==> config.mk <==
export PLATFORM = sky130hd
export DESIGN_NAME = mem_stage
export DESIGN_NICKNAME = d
export VERILOG_FILES = /design/src/rtl/rv_pkg.sv /design/src/rtl/mem_load_fmt.sv /design/src/rtl/mem_stage.sv
export SDC_FILE = /design/constraint.sdc
export NUM_CORES = 1
export LEC_CHECK = 0
export ABC_AREA = 1
export CAP_MARGIN = 20
export CORE_ASPECT_RATIO = 1.75
export CORE_MARGIN = 2
export CORE_UTILIZATION = 46
export DETAILED_ROUTE_END_ITERATION = 16
export GPL_ROUTABILITY_DRIVEN = 0
export PLACE_DENSITY_LB_ADDON = 0.2
export RECOVER_POWER = 50
export SETUP_SLACK_MARGIN = 0.5
export SLEW_MARGIN = 20
export SYNTH_ARGS = -nofsm -noshare
export SYNTH_HDL_FRONTEND = slang
export SYNTH_HIERARCHICAL = 1
export SYNTH_SLANG_ARGS = --single-unit
==> constraint.sdc <==
create_clock -name i_clk -period 1.7 [get_ports i_clk]
set_clock_uncertainty 0.1 [all_clocks]
set_input_delay 0.34 -clock i_clk [delete_from_list [all_inputs] [get_ports i_clk]]
set_output_delay 0.34 -clock i_clk [all_outputs]
set_load 0.005 [all_outputs]
==> src/rtl/rv_pkg.sv <==
// Shared RV32 definitions for the memory-access stage: funct3 size/sign codes,
// FSM state encoding and the store lane helpers used by mem_stage.
package rv_pkg;

  localparam logic [2:0] F3_LB  = 3'b000;
  localparam logic [2:0] F3_LH  = 3'b001;
  localparam logic [2:0] F3_LW  = 3'b010;
  localparam logic [2:0] F3_LBU = 3'b100;
  localparam logic [2:0] F3_LHU = 3'b101;
  localparam logic [2:0] F3_SB  = 3'b000;
  localparam logic [2:0] F3_SH  = 3'b001;
  localparam logic [2:0] F3_SW  = 3'b010;

  typedef enum logic {
    ST_IDLE = 1'b0,
    ST_WAIT = 1'b1
  } mem_state_e;

  // Size lives in funct3[1:0] for both loads and stores.
  function automatic logic [3:0] byte_enables(input logic [2:0] funct3,
                                              input logic [1:0] addr_lo);
    case (funct3[1:0])
      2'b00:   return 4'b0001 << addr_lo;
      2'b01:   return 4'b0011 << {addr_lo[1], 1'b0};
      default: return 4'hF;
    endcase
  endfunction

  function automatic logic [31:0] store_lanes(input logic [2:0]  funct3,
                                              input logic [31:0] data);
    case (funct3[1:0])
      2'b00:   return {4{data[7:0]}};
      2'b01:   return {2{data[15:0]}};
      default: return data;
    endcase
  endfunction

  function automatic logic is_misaligned(input logic [2:0] funct3,
                                         input logic [1:0] addr_lo);
    case (funct3[1:0])
      2'b01:   return addr_lo[0];
      2'b10:   return addr_lo != 2'b00;
      default: return 1'b0;
    endcase
  endfunction

endpackage

==> src/rtl/mem_load_fmt.sv <==
// Load formatter: selects the byte/half lane of a bus word and sign- or
// zero-extends it according to funct3.
module mem_load_fmt
  import rv_pkg::*;
(
  input  logic [31:0] rdata,
  input  logic [1:0]  addr_lo,
  input  logic [2:0]  funct3,
  output logic [31:0] data
);

  logic [7:0]  byte_sel;
  logic [15:0] half_sel;

  always_comb begin
    // NOTE: every output gets a value before the case, so no latch is inferred.
    byte_sel = rdata[{addr_lo, 3'b000} +: 8];
    half_sel = rdata[{addr_lo[1], 4'b0000} +: 16];
    data     = rdata;
    case (funct3)
      F3_LB:   data = {{24{byte_sel[7]}}, byte_sel};
      F3_LH:   data = {{16{half_sel[15]}}, half_sel};
      F3_LBU:  data = {24'h0, byte_sel};
      F3_LHU:  data = {16'h0, half_sel};
      default: data = rdata;
    endcase
  end

endmodule

==> src/rtl/mem_stage.sv <==
// RV32 memory-access stage: req/ack data-memory port, load formatting and a
// registered writeback payload. Define MEM_MISALIGN_TRAP_EN to trap misaligned halves/words.
module mem_stage
  import rv_pkg::*;
#(
  parameter int BUS_TIMEOUT = 255,
  parameter int CNT_W       = 8
) (
  input  logic        i_clk,
  input  logic        i_rst,
  input  logic        i_valid,
  output logic        o_ready,
  input  logic [31:0] i_alu_result,
  input  logic [31:0] i_rs2_data,
  input  logic        i_mem_read,
  input  logic        i_mem_write,
  input  logic [2:0]  i_funct3,
  input  logic [4:0]  i_rd_addr,
  input  logic        i_reg_write,
  output logic        o_dmem_req,
  output logic        o_dmem_we,
  output logic [31:0] o_dmem_addr,
  output logic [3:0]  o_dmem_be,
  output logic [31:0] o_dmem_wdata,
  input  logic        i_dmem_ack,
  input  logic [31:0] i_dmem_rdata,
  output logic        o_valid,
  input  logic        i_wb_ready,
  output logic [4:0]  o_rd_addr,
  output logic [31:0] o_rd_data,
  output logic        o_reg_write,
  output logic        o_bus_err,
  output logic        o_misaligned
);

  mem_state_e       state;
  logic [CNT_W-1:0] cnt;
  logic [2:0]       funct3_q;
  logic [1:0]       addr_lo_q;
  logic             load_wr_q;
  logic [31:0]      load_data;
  logic             accept;
  logic             is_mem;
  logic             trap;

  assign o_ready = (state == ST_IDLE) && (!o_valid || i_wb_ready);
  assign accept  = i_valid && o_ready;
  assign is_mem  = i_mem_read || i_mem_write;

`ifdef MEM_MISALIGN_TRAP_EN
  assign trap = is_mem && is_misaligned(i_funct3, i_alu_result[1:0]);
`else
  assign trap = 1'b0;
`endif

  mem_load_fmt u_load_fmt (
    .rdata   (i_dmem_rdata),
    .addr_lo (addr_lo_q),
    .funct3  (funct3_q),
    .data    (load_data)
  );

  // NOTE: state and registered outputs use non-blocking assignments only, so
  // every branch sees the pre-edge values regardless of statement order.
  always_ff @(posedge i_clk or negedge i_rst) begin
    if (!i_rst) begin
      state        <= ST_IDLE;
      cnt          <= '0;
      funct3_q     <= '0;
      addr_lo_q    <= '0;
      load_wr_q    <= 1'b0;
      o_dmem_req   <= 1'b0;
      o_dmem_we    <= 1'b0;
      o_dmem_addr  <= '0;
      o_dmem_be    <= '0;
      o_dmem_wdata <= '0;
      o_valid      <= 1'b0;
      o_rd_addr    <= '0;
      o_rd_data    <= '0;
      o_reg_write  <= 1'b0;
      o_bus_err    <= 1'b0;
      o_misaligned <= 1'b0;
    end else begin
      case (state)
        ST_IDLE: begin
          if (accept) begin
            o_rd_addr <= i_rd_addr;
            if (is_mem && !trap) begin
              state        <= ST_WAIT;
              o_dmem_req   <= 1'b1;
              o_dmem_we    <= i_mem_write;
              o_dmem_addr  <= {i_alu_result[31:2], 2'b00};
              o_dmem_be    <= byte_enables(i_funct3, i_alu_result[1:0]);
              o_dmem_wdata <= store_lanes(i_funct3, i_rs2_data);
              funct3_q     <= i_funct3;
              addr_lo_q    <= i_alu_result[1:0];
              load_wr_q    <= i_reg_write && i_mem_read;
              o_valid      <= 1'b0;
              o_bus_err    <= 1'b0;
              o_misaligned <= 1'b0;
            end else begin
              // ALU pass-through, or a trapped access that never reaches the bus.
              o_valid      <= 1'b1;
              o_rd_data    <= i_alu_result;
              o_reg_write  <= i_reg_write && !is_mem;
              o_bus_err    <= 1'b0;
              o_misaligned <= trap;
            end
          end else if (o_valid && i_wb_ready) begin
            o_valid      <= 1'b0;
            o_bus_err    <= 1'b0;
            o_misaligned <= 1'b0;
          end
        end

        ST_WAIT: begin
          if (i_dmem_ack) begin
            state       <= ST_IDLE;
            cnt         <= '0;
            o_dmem_req  <= 1'b0;
            o_valid     <= 1'b1;
            o_rd_data   <= o_dmem_we ? 32'h0 : load_data;
            o_reg_write <= load_wr_q;
          end else if (cnt == CNT_W'(BUS_TIMEOUT)) begin
            state       <= ST_IDLE;
            cnt         <= '0;
            o_dmem_req  <= 1'b0;
            o_valid     <= 1'b1;
            o_rd_data   <= 32'h0;
            o_reg_write <= 1'b0;
            o_bus_err   <= 1'b1;
          end else begin
            cnt <= cnt + CNT_W'(1);
          end
        end

        default: state <= ST_IDLE;
      endcase
    end
  end

endmodule

==> metrics.txt <==
worst hold slack=0.360 ns; Nets=1368; Hold Violations, Final=0; vias per inst=5.52; port bufs=220; diode count=0; CP Launch Point=addr_lo_q[1]; dpl cells=1288; Bufs and invs on worst path=3; CP dominant cell by count=nand2_1; Area growth, synth to finish=74.4%; commonest non-fill, non-tap cell in the layout=nand2_1; CP Launch Type=flop; Adder-Cell Fraction of Synth Area=0.192%; most frequent cells in the layout=nand2_1, dfrtp_1, buf_2, clkdlybuf4s50_1, buf_4; global-route wire length before repair=roughly 35000 µm; Crit. End Element=flop; Post-Syn Area per Cell=roughly 7.3 µm²; cell count of the worst hold path=3; failing checks=negative setup slack; Ports=224; hold_sp=i_funct3[2]; FP Rows=57; share of cells above drive strength 1=37.9%; Detailed Routing Iterations Pass 1=6; Post-Synth XOR/XNOR Area=0.403%; internal power=0.0113 W; Post-Syn Instances=roughly 890; Residual DRC=0; pre-CTS setup slack=-0.336 ns; Final Slew Violations=0; Max Clk Rate=0.524 GHz; clk_lat worst skew=0.42 ns; Crit path depth=12; met1 Track Usage GR=32.5%; vias in the first global route=around 7100; Worst Tran Pin Value=1.09 ns; slew margin rel.=27.4%; arrival time worst endpoint=2.16 ns; TritonCTS Buffers=17; largest family of logic cells by synthesized area=simple AND/OR/NAND/NOR gates; clk sinks=123; GRT Util Overall=29.6%; Finished Layout Cells=1445; Seq/Total Area, Yosys=a little under half; simple-gate share of the synthesized area=32.3%; Top Usage Layer GRT=met2; Comb power frac=53.1%; vias=7971; power per cell area=1650 nW/µm²; Final Instance Area=between 10000 and 15000 µm²; Compound-Gate Fraction of Synth Area=between 10% and 20%; CTS clock-pin slew for the worst setup and hold paths=0.07 ns; Max-Cap Viols=0; sequential share of power=27.2%; Overflow after GRT=0; initial drt markers=778; crit path kind=reg -> reg; slowest stage delay, CP=0.50 ns; Max FO, Critical Path=9; Post-DRT Antenna Nets=0; M2 GR Usage=between 50% and 60%; Reg2Reg Setup Slack=-0.21 ns; Filler cells=867; R2R depth=12; Clock Power Share=19.6%; Netlist cell types=37; post-synthesis mux area share=0%; met3 Usage GRT=6.20%; CTS root buffer=clkbuf_16; critical-path cell list=inv_6 > buf_4 > nand2_1 > nand3_1 > nand2_1 > nand2_1 > nand2_1 > inv_1 > nand2_1 > o21ai_0 > nand3_1 > nand2_1; FF-to-FF Start=addr_lo_q[1]; clk buf depth=2; Switching Share=39.9%; Avg WL per Cell=just under 20 µm; Initial Util=around 47%; LEAKAGE=around 6 nW; Total Wirelength=~29000 µm; PnR worst setup slack=-0.209 ns; YS warnings=6; initial antenna violation count=0; CP max-delay cell=dfrtp_2; Die Footprint=15200 µm²; Seq cells post-synth=123; Core ar.=13900 µm²; CTS tree=done; final setup violation count=37; Worst EP required=between 1.5 and 2 ns; Peak VDD IR=0.858 mV; Syn Std Cell Area=roughly 6500 µm²; Die Ht=about 160 µm; min Tclk post-route=1.91 ns; switching pwr=between 0.007 and 0.008 W; Die Width=between 90 and 100 µm; Final period util=112%; CP delay by family, top=simple AND/OR/NAND/NOR gates; Placed Area=9190 µm²; RSZ-0062 raised after global routing=true; detailed placement HPWL=15300 µm; worst hold path class=in -> reg; status=finished with violations; Final Total Pwr=0.0188 W; CTS HTree Levels=4; largest net degree at the start of global routing=57
## sequential cells by signal, indices dropped and copies added, names as in the netlist, 2 cells and up
signal and flops:
addr_lo_q 2, o_rd_addr 5, o_rd_data 32, o_dmem_addr 30
funct3_q 3, o_dmem_wdata 32, cnt 8, o_dmem_be 4
## power groups by stage
stage | registers [W] | clock network (W) | logic, W
5_1_grt | 0.00523 | 0.00382 | 0.0107
4_1_cts | 0.00496 | 0.00366 | 0.00748
3_3_place_gp | 0.00504 | 0 | 0.00741
2_1_floorplan | 0.00503 | 0 | 0.00360
6_report | 0.00512 | 0.00369 | 0.00998
3_5_place_dp | 0.00505 | 0 | 0.00753
## Yosys cell counts, drive strengths merged
library cell / n / area share [%]
nand3: 84 / 6.9
inv: 61 / 3.5
ha: 1 / 0.19
nor2: 31 / 1.9
o22ai: 26 / 2.5
nor3: 3 / 0.38
dfrtp: 123 / 47
a21oi: 36 / 3.0
nand4: 2 / 0.19
nand2: 377 / 22
xor2: 2 / 0.27
nand3b: 1 / 0.12
a211oi: 1 / 0.12
xnor2: 1 / 0.13
or2: 8 / 0.77
o211ai: 1 / 0.12
buf: 36 / 3.4
conb: 1 / 0.057
clkbuf: 21 / 1.2
clkinv: 1 / 0.057
o21ai: 76 / 5.9
## metrics by stage
| stage | utilization [%] | setup TNS (ns) |
|---|---|---|
| detailed placement | 66.1 | -26.92 |
| CTS | 70.8 | 0 |
| global route | 81.8 | -8.47 |
| finish | 81.8 | -1.01 |
| global placement | 66.1 | -24.67 |
| floorplan | - | 0 |
## timing repair
action | in CTS | in global routing
setup endpoints to repair | 231 | 231
buffers inserted | 35 | 61
cloned | 8 | 20
hold buffers | 1 | 0
pin swaps | 21 | 23
hold endpoints to repair | 21 | 0
gates resized for setup | 472 | 187
## kinds of logic (layout without fill, tap and decap cells)
logic type	after synthesis	count (layout)
buffers and inverters	119	491
AOI/OAI and AO/OA	140	140
and+or+nand+nor	506	507
adders and majority gates	1	1
DFF	123	123
xor gates and xnor gates	3	3
other	1	3
## final cells by class
class	instances	area (µm²)	area share (%)
clock buffer	17	425	3.74
clock inverter	15	164	1.44
inverter	62	269	2.36
multi-input combinational	654	3550	31.2
sequential	123	3080	27.1
tap	177	221	1.95
timing repair buffer	394	3630	31.9
timing repair inverter	3	38.8	0.341
## worst paths after layout
kind,endpoint
worst max-delay path,o_rd_data[2]
worst min-delay path,funct3_q[2]
worst max register to register,o_rd_data[2]
worst min register to register,o_rd_data[15]
max in group asynchronous,state
min in group asynchronous,addr_lo_q[0]
## worst register-to-register path, delay by kind of cell (launching register included)
| kind | cells | cell delay, ns |
|---|---|---|
| buffers and inverters | 3 | 0.35 |
| DFF | 1 | 0.50 |
| and+or+nand+nor | 8 | 0.70 |
| AOI/OAI and AO/OA | 1 | 0.20 |
## layer usage
layer  part of all wire, %  wire [µm]
met4                   6.5       1860
met3                   6.9       1960
met2                    52      14800
met1                    35       9930
met5                     0          0
Note: power is estimated with default switching activity, not from simulation.
